## config.mk

```make
export PLATFORM = sky130hd
export DESIGN_NAME = buf_exec_scheduler
export DESIGN_NICKNAME = d
export VERILOG_FILES = /design/src/rtl/buf_exec_scheduler.sv
export SDC_FILE = /design/constraint.sdc
export NUM_CORES = 1
export LEC_CHECK = 0
export ABC_AREA = 1
export BUFFER_PORTS_ARGS = -buffer_cell sky130_fd_sc_hd__buf_2
export CORE_ASPECT_RATIO = 0.7
export CORE_UTILIZATION = 40
export DETAILED_ROUTE_END_ITERATION = 8
export GPL_TIMING_DRIVEN = 0
export HOLD_SLACK_MARGIN = 0.1
export MAX_ROUTING_LAYER = met4
export PLACE_DENSITY = 0.64
export SYNTH_ARGS = -nofsm -noshare
export SYNTH_HDL_FRONTEND = slang
export SYNTH_SLANG_ARGS = --single-unit
```

## constraint.sdc

```tcl
create_clock -name clk -period 3.06 [get_ports clk]
set_input_delay 0.306 -clock clk [delete_from_list [all_inputs] [get_ports clk]]
set_output_delay 0.306 -clock clk [all_outputs]
set_load 0.1 [all_outputs]
```

## src/rtl/buf_exec_scheduler.sv

```systemverilog
// Segment scheduler for the command-buffer executor.
// Queues segment start addresses, launches them in order, tracks status.
module buf_exec_scheduler #(
    parameter int QDEPTH_LOG2 = 3,
    parameter bit ERR_STOP    = 1'b1,
    parameter int WDOG_W      = 24
) (
    input  logic                   clk,
    input  logic                   rst,
    input  logic                   q_push,
    input  logic [15:0]            q_addr,
    input  logic                   q_flush,
    output logic [QDEPTH_LOG2:0]   q_level,
    output logic                   q_full,
    output logic                   q_empty,
    output logic                   q_overflow,
    input  logic                   run_enable,
    input  logic                   host_abort,
    input  logic                   halt_clear,
    input  logic [WDOG_W-1:0]      wdog_limit,
    output logic                   exec_start,
    output logic [15:0]            exec_start_addr,
    output logic                   exec_abort,
    input  logic                   exec_complete,
    input  logic [7:0]             exec_error,
    output logic                   busy,
    output logic                   halted,
    output logic [15:0]            last_addr,
    output logic [7:0]             last_error,
    output logic [15:0]            done_count
);

    localparam int DEPTH = 1 << QDEPTH_LOG2;
    localparam int LW    = QDEPTH_LOG2 + 1;
    localparam logic [LW-1:0] LVL_FULL = LW'(DEPTH);

    localparam logic [1:0] S_IDLE  = 2'd0;
    localparam logic [1:0] S_START = 2'd1;
    localparam logic [1:0] S_RUN   = 2'd2;
    localparam logic [1:0] S_HALT  = 2'd3;

    localparam logic [7:0] ERR_HOST = 8'h82;
    localparam logic [7:0] ERR_WDOG = 8'h83;

    logic [15:0]            mem [DEPTH];
    logic [QDEPTH_LOG2-1:0] wr_ptr;
    logic [QDEPTH_LOG2-1:0] rd_ptr;
    logic [15:0]            head;
    logic [LW-1:0]          level_n;

    logic [1:0]        state;
    logic [1:0]        state_n;
    logic [WDOG_W-1:0] wdog;

    logic push_ok;
    logic pop;
    logic abort_n;
    logic cmpl;
    logic wdog_hit;
    logic host_kill;

    assign head      = mem[rd_ptr];
    assign push_ok   = q_push & ~q_full & ~q_flush;
    assign host_kill = host_abort & (state != S_HALT);

    // Next-state decode; host abort overrides all per-state handling.
    always_comb begin
        state_n  = state;
        pop      = 1'b0;
        abort_n  = 1'b0;
        cmpl     = 1'b0;
        wdog_hit = 1'b0;
        if (host_kill) begin
            state_n = S_HALT;
            abort_n = 1'b1;
        end else begin
            unique case (state)
                S_IDLE: begin
                    if (run_enable && !q_empty && !q_flush) begin
                        pop     = 1'b1;
                        state_n = S_START;
                    end
                end
                S_START: begin
                    state_n = S_RUN;
                end
                S_RUN: begin
                    if (exec_complete) begin
                        cmpl = 1'b1;
                        if (ERR_STOP && exec_error != 8'h00)
                            state_n = S_HALT;
                        else
                            state_n = S_IDLE;
                    end else if (wdog_limit != '0 &&
                                 wdog == wdog_limit) begin
                        wdog_hit = 1'b1;
                        abort_n  = 1'b1;
                        state_n  = S_HALT;
                    end
                end
                S_HALT: begin
                    if (halt_clear)
                        state_n = S_IDLE;
                end
                default: state_n = S_IDLE;
            endcase
        end
    end

    // Queue occupancy after this cycle's flush/push/pop.
    always_comb begin
        level_n = q_level;
        if (q_flush)
            level_n = '0;
        else if (push_ok && !pop)
            level_n = q_level + 1'b1;
        else if (pop && !push_ok)
            level_n = q_level - 1'b1;
    end

    // Queue storage; entries need no reset, occupancy guards reads.
    always_ff @(posedge clk) begin
        if (push_ok)
            mem[wr_ptr] <= q_addr;
    end

    // Queue pointers, level and status flags.
    always_ff @(posedge clk) begin
        if (rst) begin
            wr_ptr     <= '0;
            rd_ptr     <= '0;
            q_level    <= '0;
            q_full     <= 1'b0;
            q_empty    <= 1'b1;
            q_overflow <= 1'b0;
        end else begin
            q_level <= level_n;
            q_full  <= (level_n == LVL_FULL);
            q_empty <= (level_n == '0);
            if (q_flush) begin
                wr_ptr     <= '0;
                rd_ptr     <= '0;
                q_overflow <= 1'b0;
            end else begin
                if (push_ok)
                    wr_ptr <= wr_ptr + 1'b1;
                if (pop)
                    rd_ptr <= rd_ptr + 1'b1;
                if (q_push && q_full)
                    q_overflow <= 1'b1;
            end
        end
    end

    // Watchdog counts cycles already spent in S_RUN.
    always_ff @(posedge clk) begin
        if (rst)
            wdog <= '0;
        else if (state == S_START)
            wdog <= '0;
        else if (state == S_RUN)
            wdog <= wdog + 1'b1;
    end

    // State register and registered status/control outputs.
    always_ff @(posedge clk) begin
        if (rst) begin
            state           <= S_IDLE;
            exec_start      <= 1'b0;
            exec_abort      <= 1'b0;
            exec_start_addr <= '0;
            busy            <= 1'b0;
            halted          <= 1'b0;
            last_addr       <= '0;
            last_error      <= '0;
            done_count      <= '0;
        end else begin
            state      <= state_n;
            exec_start <= (state_n == S_START);
            exec_abort <= abort_n;
            busy       <= (state_n == S_START) |
                          (state_n == S_RUN);
            halted     <= (state_n == S_HALT);
            if (pop) begin
                exec_start_addr <= head;
                last_addr       <= head;
            end
            if (cmpl) begin
                done_count <= done_count + 1'b1;
                last_error <= exec_error;
            end
            if (host_kill)
                last_error <= ERR_HOST;
            else if (wdog_hit)
                last_error <= ERR_WDOG;
        end
    end

endmodule

```

==> impl_metrics.py <==
metrics = {
    "place": {
        "routabilityCongestion": 0.8417,
        "portBuffers": 121,
        "dp_hpwl_mm": 17.24,
    },
    "synthesis": {
        "ys_types": 42,
        "ys_seq_area_share_pct": 58.33,
        "ys_ff_latch": 211,
        "netlist_area_um2": 9438,
        "syn_inst": 1008,
        "avgSynthCellArea_um2": 9.363,
        "syn_nets": 1072,
        "yosysWarningCount": 0,
    },
    "worst_setup_path": {
        "critical_path_class": "reg2reg",
        "max_stage_delay_ns": 0.54,
        "worstPathRequired_ns": 3.26,
        "cp_max_fo": 9,
        "critPathCaptureType": "flip-flop",
        "ff2ff_setup_slack_ns": 0.93,
        "crit_path_top_delay_cell": "nor2_2",
        "crit_path_cell_trace": "inv_1, nand3_1, inv_2, nand2_1, nor2_2, buf_6",
        "critPathLaunchType": "flip-flop",
        "arrival_ns": 2.33,
        "path_buf_inv": 3,
        "cp_top_family": "simple AND/OR/NAND/NOR gates",
    },
    "sta": {
        "final-setup-viol-count": 0,
        "fin_crit_ns": 2.125,
        "post-route-period-util_pct": 69.45,
        "fmax_ghz": 0.4706,
        "tns_ns": 0,
        "slew_violations": 0,
        "worst_pin_slew_ns": 0.7793,
        "fin_skew_ns": 0.01324,
        "hold_violations": 0,
        "slew-limit-headroom_pct": 47.86,
        "rsz0062_at_grt": "false",
    },
    "route": {
        "routed_wl_mm": 24.39,
        "viasPerCell": 5.013,
        "first_iter_violations": 688,
        "drtAntennaViolNets": 0,
        "drc": 0,
        "vias": 7575,
        "routedWlPerCell_um": 16.14,
        "dr.pass1.iters": 8,
    },
    "global_routing": {
        "overflow": 0,
        "grt_pass1_wl_mm": 37.81,
        "antenna_found_initial": 0,
        "grtUsageTotal_pct": 21.18,
        "grt_pass1_vias": 6826,
        "grt_max_degree": 14,
    },
    "floorplan": {
        "die_w_um": 185.6,
        "io-pin-count": 123,
        "die_h_um": 130.5,
        "die-area_um2": 24220,
        "start_util_pct": 41.20,
        "core_area_um2": 22910,
        "num_rows": 46,
    },
    "power": {
        "power_mw": 6.119,
        "leakage_nw": 4.528,
        "powerDensity_nw_per_um2": 531.5,
        "max-vdd-ir-drop_uv": 369.8,
    },
    "final_layout": {
        "regArea_um2": 5505,
        "final_nets": 1247,
        "layout-drive-gt1-share_pct": 19.85,
        "area_growth_pct": 21.99,
        "layout_commonest_cell": "nor2_1",
        "fillers": 2175,
        "layout_common_cells": "nor2_1, nand2_1, buf_2, edfxtp_1, o21ai_0",
        "multiInputGateArea_um2": 3336,
        "n_antenna_cell": 0,
    },
    "clocking": {
        "cts_tree": "yes",
        "post-cts-setup-buffers": 0,
        "clock_sinks": 211,
        "clkSlewWorstSetupHoldPaths_ns": 0.07,
        "cts_buffer_depth": 3,
        "cts_max_level": 1,
        "cts_inserted_buffers": 22,
        "cts_root_buf": "clkbuf_16",
        "clk_latency_ns": 0.50,
        "cts_hold_buffers": 22,
        "cts_resized": 0,
    },
    "flow_run": {
        "maxCapViolations": 0,
    },
    "min_path": {
        "hold_class": "in2reg",
    },
    "status": {
        "status": "completed",
    },
}
metal layers:
metal	vias up	track usage, %	share of wire [%]
met4	0	4.291	1.3
met2	292	29.28	40
met5	-	-	0
met3	35	3.437	7.7
met1	3518	32.30	51
li1	3730	-	-
Yosys cell counts:
library cell  number  area (um^2)
nand4_1            8        50.05
nor3_2             2        20.02
inv_2              7        26.28
o211ai_1          32        240.2
o21ai_1            2        10.01
ha_1               8        100.1
mux2i_1            6        60.06
buf_4             16        120.1
nand3b_1           3        22.52
nor3b_1            2        15.01
o21a_1             2        15.01
nand3_2            3        30.03
nor3b_2            1        12.51
nor2_2             5        31.28
or2_1              1        6.260
nor2_4             5        56.30
a21oi_1           48        240.2
nor2_1           178        668.1
nand3_1           28        140.1
nand2_1          155        581.8
xor2_1             8        70.07
nor3_1            16        80.08
inv_1             78        292.8
edfxtp_1         128         3844
nand3_4            1        17.52
clkbuf_2           1        5.000
o21ai_0          106        530.5
buf_2             12        60.06
nor4_1             3        18.77
or2_0              1        6.260
nand2_2            6        37.54
dfxtp_1           83         1662
or2_2              1        6.260
a21oi_2            1        8.760
buf_6              2        22.52
nand2_4            2        22.52
nand4_2            2        25.02
buf_1              2        7.510
a211oi_1           2        15.01
xnor2_1           18        157.7
clkbuf_1          22        82.58
nor2_8             1        20.02
per-stage QoR:
stage          util (%)  instance area, um^2  cells  hold slack (ns)  setup WS, ns
4_1_cts           50.26                11510   1511           0.1059        0.8993
2_1_floorplan         -                 9438   1008           0.4049        0.7343
5_1_grt           50.26                11510   1511           0.1076        0.6957
3_3_place_gp      45.55                10430   1441           0.4534       0.05584
3_5_place_dp      46.25                10600   1449           0.4728        0.6657
6_report          50.26                11510   1511           0.1156        0.9349
cell families (layout without fill, tap and decap cells):
logic type / after synthesis / in the layout / share of synthesized area (%)
AOI/OAI and AO/OA: 193 / 193 / 11.23
muxes: 6 / 6 / 0.6364
xor gates and xnor gates: 26 / 26 / 2.413
and+or+nand+nor: 424 / 424 / 19.79
DFF: 211 / 211 / 58.33
buffers and inverters: 140 / 331 / 6.536
adders and majority gates: 8 / 8 / 1.061
area by class of cell:
type / count / area share, %
Multi-Input combinational cell: 657 / 28.97
Inverter: 85 / 2.771
Timing Repair Buffer: 151 / 8.400
Clock buffer: 33 / 5.760
Tap cell: 312 / 3.391
Buffer: 55 / 2.586
Sequential cell: 211 / 47.82
Clock inverter: 7 / 0.3043
state kept, by name (all words and copies together), names as in the netlist:
signal / flops
exec_start: 1
done_count: 16
mem: 128
q_level: 4
state: 2
wdog: 24
q_full: 1
exec_abort: 1
busy: 1
q_empty: 1
wr_ptr: 3
halted: 1
last_error: 8
rd_ptr: 3
last_addr: 16
q_overflow: 1
power by group:
part           switching (mW)  internal, mW
clock                    1.08          1.50
combinational           0.339         0.131
sequential             0.0222          3.05
worst paths after layout:
check	cells after the start	endpoint	startpoint
setup / recovery	6	mem[2][3]$_DFFE_PP_	q_full$_SDFF_PP0_
hold / removal	1	mem[3][14]$_DFFE_PP_	q_addr[14]
setup reg to reg	6	mem[2][3]$_DFFE_PP_	q_full$_SDFF_PP0_
hold reg to reg	2	q_overflow$_SDFFE_PP0P_	q_overflow$_SDFFE_PP0P_
(Power assumes the default switching activity.)
